===== config.mk =====
export PLATFORM = sky130hd
export DESIGN_NAME = rob
export DESIGN_NICKNAME = d
export VERILOG_FILES = /design/src/rtl/sys_defs.sv /design/src/rtl/rob.sv
export SDC_FILE = /design/constraint.sdc
export NUM_CORES = 2
export LEC_CHECK = 0
export ABC_AREA = 0
export ABC_CLOCK_PERIOD_IN_PS = 3200
export BUFFER_PORTS_ARGS = -buffer_cell sky130_fd_sc_hd__buf_2
export CAP_MARGIN = 15
export CORE_ASPECT_RATIO = 0.7
export CORE_MARGIN = 8
export CORE_UTILIZATION = 56
export DETAILED_ROUTE_END_ITERATION = 6
export GPL_ROUTABILITY_DRIVEN = 1
export PLACE_DENSITY = 0.77
export SKIP_CTS_REPAIR_TIMING = 1
export SYNTH_ARGS = -nofsm -noshare
export SYNTH_HDL_FRONTEND = slang
export SYNTH_SLANG_ARGS = --single-unit

===== constraint.sdc =====
create_clock -name clock -period 3.2 [get_ports clock]
set_input_delay 0.16 -clock clock [delete_from_list [all_inputs] [get_ports clock]]
set_output_delay 0.16 -clock clock [all_outputs]
set_load 0.1 [all_outputs]

===== src/rtl/sys_defs.sv =====
// Shared core definitions: data widths, the ROB entry layout and the retire packet.
package sys_defs;

  localparam int XLEN   = 32;
  localparam int ROB_SZ = 8;

  localparam logic [4:0] ZERO_REG = 5'd0;

  // Register write performed by the retire stage.
  typedef struct packed {
    logic [4:0]      r;
    logic [XLEN-1:0] V;
  } RT_DATA;

  // Registered packet handed to the retire stage.
  typedef struct packed {
    logic            valid;
    logic            take_branch;
    logic [XLEN-1:0] NPC;
    RT_DATA          data_retired;
  } ROB_RT_PACKET;

  // One reorder-buffer slot.
  typedef struct packed {
    logic            valid;
    logic            complete;
    logic [4:0]      dest_reg;
    logic [XLEN-1:0] V;
    logic            take_branch;
    logic            mispredict;
    logic [XLEN-1:0] target;
    logic [XLEN-1:0] NPC;
  } ROB_ENTRY;

endpackage


===== src/rtl/rob.sv =====
// Reorder buffer: in-order allocation at dispatch, out-of-order completion from
// the CDB, in-order single retire per cycle, full flush on a mispredicted retire.
module rob
  import sys_defs::*;
#(
  parameter int ROB_SZ = sys_defs::ROB_SZ,
  parameter int TAG_W  = $clog2(ROB_SZ)
) (
  input  logic              clock,
  input  logic              reset,
  input  logic              dp_valid,
  input  logic [4:0]        dp_dest_reg,
  input  logic [XLEN-1:0]   dp_NPC,
  output logic [TAG_W-1:0]  dp_rob_tag,
  output logic              rob_full,
  input  logic              cdb_valid,
  input  logic [TAG_W-1:0]  cdb_tag,
  input  logic [XLEN-1:0]   cdb_value,
  input  logic              cdb_take_branch,
  input  logic              cdb_mispredict,
  input  logic [XLEN-1:0]   cdb_target,
  output ROB_RT_PACKET      rob_rt_packet,
  output logic              squash,
  output logic [XLEN-1:0]   squash_pc
);

  ROB_ENTRY         entries [ROB_SZ];
  ROB_ENTRY         head_entry;
  logic [TAG_W-1:0] head;
  logic [TAG_W-1:0] tail;
  logic [TAG_W:0]   count;

  logic dp_accept;
  logic cdb_accept;
  logic retire;
  logic flush;

  assign dp_rob_tag = tail;

  // Accept/retire decisions, all taken from registered state. rob_full uses the
  // registered count, so a same-cycle retire never frees a slot for dispatch.
  // While squash is high the upstream is being redirected, so dp/cdb are ignored.
  always_comb begin
    head_entry = entries[head];
    rob_full   = (count == (TAG_W+1)'(ROB_SZ));
    dp_accept  = dp_valid && !rob_full && !squash;
    cdb_accept = cdb_valid && !squash && entries[cdb_tag].valid;
    retire     = head_entry.valid && head_entry.complete;
    flush      = retire && head_entry.mispredict;
  end

  // Entry storage: completion capture, retire clear, dispatch allocate, flush.
  always_ff @(posedge clock or negedge reset) begin
    if (!reset) begin
      for (int unsigned i = 0; i < ROB_SZ; i++) begin
        entries[i] <= '0;
      end
    end else if (flush) begin
      for (int unsigned i = 0; i < ROB_SZ; i++) begin
        entries[i] <= '0;
      end
    end else begin
      if (cdb_accept) begin
        entries[cdb_tag].complete    <= 1'b1;
        entries[cdb_tag].V           <= cdb_value;
        entries[cdb_tag].take_branch <= cdb_take_branch;
        entries[cdb_tag].mispredict  <= cdb_mispredict;
        entries[cdb_tag].target      <= cdb_target;
      end
      // head == tail with a valid head means full, which blocks dispatch,
      // so the retire clear and the allocation never hit the same slot.
      if (retire) begin
        entries[head] <= '0;
      end
      if (dp_accept) begin
        entries[tail] <= '{valid:       1'b1,
                           complete:    1'b0,
                           dest_reg:    dp_dest_reg,
                           V:           '0,
                           take_branch: 1'b0,
                           mispredict:  1'b0,
                           target:      '0,
                           NPC:         dp_NPC};
      end
    end
  end

  // Head/tail pointers and occupancy; wrap is implicit in the power-of-two width.
  always_ff @(posedge clock or negedge reset) begin
    if (!reset) begin
      head  <= '0;
      tail  <= '0;
      count <= '0;
    end else if (flush) begin
      head  <= '0;
      tail  <= '0;
      count <= '0;
    end else begin
      head  <= head + TAG_W'(retire);
      tail  <= tail + TAG_W'(dp_accept);
      count <= count + (TAG_W+1)'(dp_accept) - (TAG_W+1)'(retire);
    end
  end

  // Registered retire packet and one-cycle squash pulse with redirect PC.
  always_ff @(posedge clock or negedge reset) begin
    if (!reset) begin
      rob_rt_packet <= '0;
      squash        <= 1'b0;
      squash_pc     <= '0;
    end else begin
      rob_rt_packet <= '0;
      squash        <= flush;
      squash_pc     <= flush ? head_entry.target : '0;
      if (retire) begin
        rob_rt_packet.valid          <= 1'b1;
        rob_rt_packet.take_branch    <= head_entry.take_branch;
        rob_rt_packet.NPC            <= head_entry.NPC;
        rob_rt_packet.data_retired.r <= head_entry.dest_reg;
        rob_rt_packet.data_retired.V <= head_entry.V;
      end
    end
  end

endmodule


==> impl_metrics.ini <==
[critical_path]
r2r-start = head[0]
cpMaxStageDelayCell = dfrtp_4
slowest_delay_ns = 0.54
crit_chain = buf_4, nor2_1, nand2_2, a21boi_0, o31ai_4, buf_12, nor2_1
end_kind = flip-flop
crit_required_ns = 3.73
critPathKind = reg -> reg
rr_endpoint = entries[807]
rrSetupSlack_ns = 0.38
ff2ff_path_depth = 7
path_max_fanout = 43
cp.arrival_ns = 3.35
cpMostUsedCell = nor2_1
start_kind = flip-flop

[status]
status = completed

[placement]
dpl.cell_count = 5081
portBuffers = 217
place_congestion = 0.8403
dp_hpwl_mm = 77.95

[drt]
wl_per_cell_um = 25.57
drt-initial-drc-count = 4000
vias_per_cell = 6.377
vias = 34140
drt-total-wl_mm = 136.9
drc = 0
first_pass_iters = 6
ant_nets = 0

[pwr]
vdd_ir_drop_max_v = 0.001188
cellLeakagePower_nw = 23.99
powerDensity_nw_per_um2 = 1027
total_power_mw = 50.50

[global_route]
met2_usage_pct = 47.48
globalRoute.busiestLayer = met2
antenna_found_initial = 13
grtUsageMet3_pct = 8.417
first_global_vias = 34390
grt-ovfl-total = 0
grt_use_met1_pct = 43.33
grtUsageTotal_pct = 31.39
grt_pass1_wl_mm = 210.3
grt_max_degree = 124

[logic_synthesis]
ys_warn_count = 0
yosys_most_used_dff = dfrtp_1
synth_edf_count = 0
synthDistinctLibCells = 59
synth_area_per_cell_um2 = 10.26
seq_area_frac_synth_pct = 55.90
synthArstFlopShare_pct = 100.0
synth_top_area_share_pct = 55.90
synth_seq_cells = 954
yosys.area.top_type = dfrtp_1
synth.area.top_cells = dfrtp_1, mux2i_1, nor2_1
syn-num-nets = 4284
synth_area_um2 = 42710
synthCells = 4164

[floorplan]
die_width_um = 346.1
io_pins = 218
placementRows = 84
die_area_um2 = 85500
start_util_pct = 56.76
design.core.area_um2 = 75250
die_y_um = 247.1

[timing]
maxSlewViolCount = 0
min_period_ns = 2.823
finalCritPeriodShare_pct = 88.22
fmax_ghz = 0.3542
hold_viol_final = 0
rsz0062_at_grt = false
worstMarginPinSlew_ns = 1.009
fin_skew_ns = 0.02870
setup_viol = 0
maxSlewHeadroom_pct = 32.34
fin_tns_setup_ns = 0

[finish]
synthToLayoutAreaGrowth_pct = 15.08
fin_nets = 4408
drive_above_1_share_pct = 14.75
n_fill_cell = 5687
fin_cells = 5354
finalCoreUtilization_pct = 65.31

[clock_tree]
clock_path_buffers = 3
tritoncts = yes
clk_pin_slew_ns = 0.06
cts.sinks = 954
htreeDepth = 3
numCtsBuffers = 90
insertion_delay_ns = 0.67
cts_root_buffer = clkbuf_16

[flow_run]
maxCapViolations = 0

[min_path]
hold_path.class = in -> async
[worst max path at each step]
| stage | from | end | slack (ns) | cells after the start |
|---|---|---|---|---|
| 4_1_cts | head[0] | entries[807] | 0.45 | 7 |
| 3_3_place_gp | head[0] | entries[791] | 0.51 | 7 |
| 3_5_place_dp | head[0] | entries[807] | 0.47 | 7 |
| 2_1_floorplan | head[0] | count[2] | 0.10 | 16 |
| 6_report | head[0] | entries[807] | 0.38 | 7 |
| 5_1_grt | head[0] | count[2] | 0.32 | 12 |
[layout make-up]
type / count / area [µm²] / area share [%]
Tap cell: 989 / 1237 / 2.518
Inverter: 12 / 45.04 / 0.09164
Clock inverter: 26 / 287.8 / 0.5855
Antenna cell: 6 / 15.01 / 0.03055
Multi-Input combinational cell: 2767 / 17200 / 35.00
Sequential cell: 954 / 23880 / 48.59
Timing Repair Buffer: 463 / 3816 / 7.764
Clock buffer: 137 / 2661 / 5.415
[placed cells by master, fill, tap and decap left out, types with 11 or more instances in the layout]
cell type / n
dfrtp_1: 951
nor2_1: 652
nand2_1: 612
mux2i_1: 573
a21oi_1: 331
o22ai_1: 242
buf_2: 216
dlygate4sd3_1: 104
buf_4: 93
clkbuf_16: 92
mux2_2: 49
buf_12: 49
or4_1: 37
o221ai_1: 28
mux4_2: 26
clkbuf_1: 26
nor3_1: 25
clkbuf_8: 19
clkinv_2: 16
o21ai_0: 13
nor4_2: 12
inv_1: 11
[synthesized netlist by cell type (8+ instances only)]
cell type / count
mux4_2: 26
nor3_1: 31
a2bb2oi_1: 8
o221ai_1: 28
inv_1: 11
nand2_1: 616
o22ai_1: 242
buf_2: 122
buf_4: 11
o31ai_1: 10
a21oi_1: 331
nor2b_1: 8
or4_1: 37
buf_1: 127
nor4_2: 12
nor2_1: 652
ha_1: 9
mux2_2: 49
a211oi_1: 9
nand3_1: 13
o21ai_0: 13
clkbuf_1: 168
o22a_1: 10
mux2i_1: 573
dfrtp_1: 954
[flip-flops by register name, summed over array words and instances (netlist names)]
signal         count
squash_pc         32
squash             1
dp_rob_tag         3
count              4
head               3
entries          840
rob_rt_packet     71
[critical path, delay by kind of cell, from the launching register on]
family                 cells  cell delay, ns
buffers and inverters      2            0.53
AND/OR/NAND/NOR            3            0.96
AO/OA/AOI/OAI              2            0.61
flip-flops                 1            0.54
[kinds of logic after synthesis]
logic type	count (synthesis)	synth area share [%]
adders and majority gates	10	0.3105
DFF	954	55.90
muxes	650	16.14
buffers and inverters	443	4.400
and+or+nand+nor	1415	13.54
AOI/OAI and AO/OA	688	9.626
xor gates and xnor gates	4	0.08204
[metrics by stage]
step	hold slack [ns]	area (µm²)	setup slack, ns
2_1_floorplan	-0.1356	42710	0.1023
3_3_place_gp	0.1794	45150	0.5132
3_5_place_dp	0.1761	45150	0.4682
4_1_cts	-0.5187	48090	0.4525
5_1_grt	0.1303	49150	0.3152
6_report	0.09824	49150	0.3769
[where the power goes]
part	switching [mW]	leakage, nW	internal, mW
registers	2.11	13.0	15.8
logic	15.1	9.49	6.70
clock network	4.74	1.45	6.08
total	22.0	24.0	28.5
[routing by layer]
| metal | wire length, µm | part of all wire [%] | vias to the layer above |
|---|---|---|---|
| li1 | - | - | 14480 |
| met3 | 16340 | 12 | 399 |
| met2 | 60550 | 44 | 2199 |
| met4 | 5387 | 3.9 | 10 |
| met5 | 57 | 0.042 | - |
| met1 | 54580 | 40 | 17050 |
(Power assumes the default switching activity.)
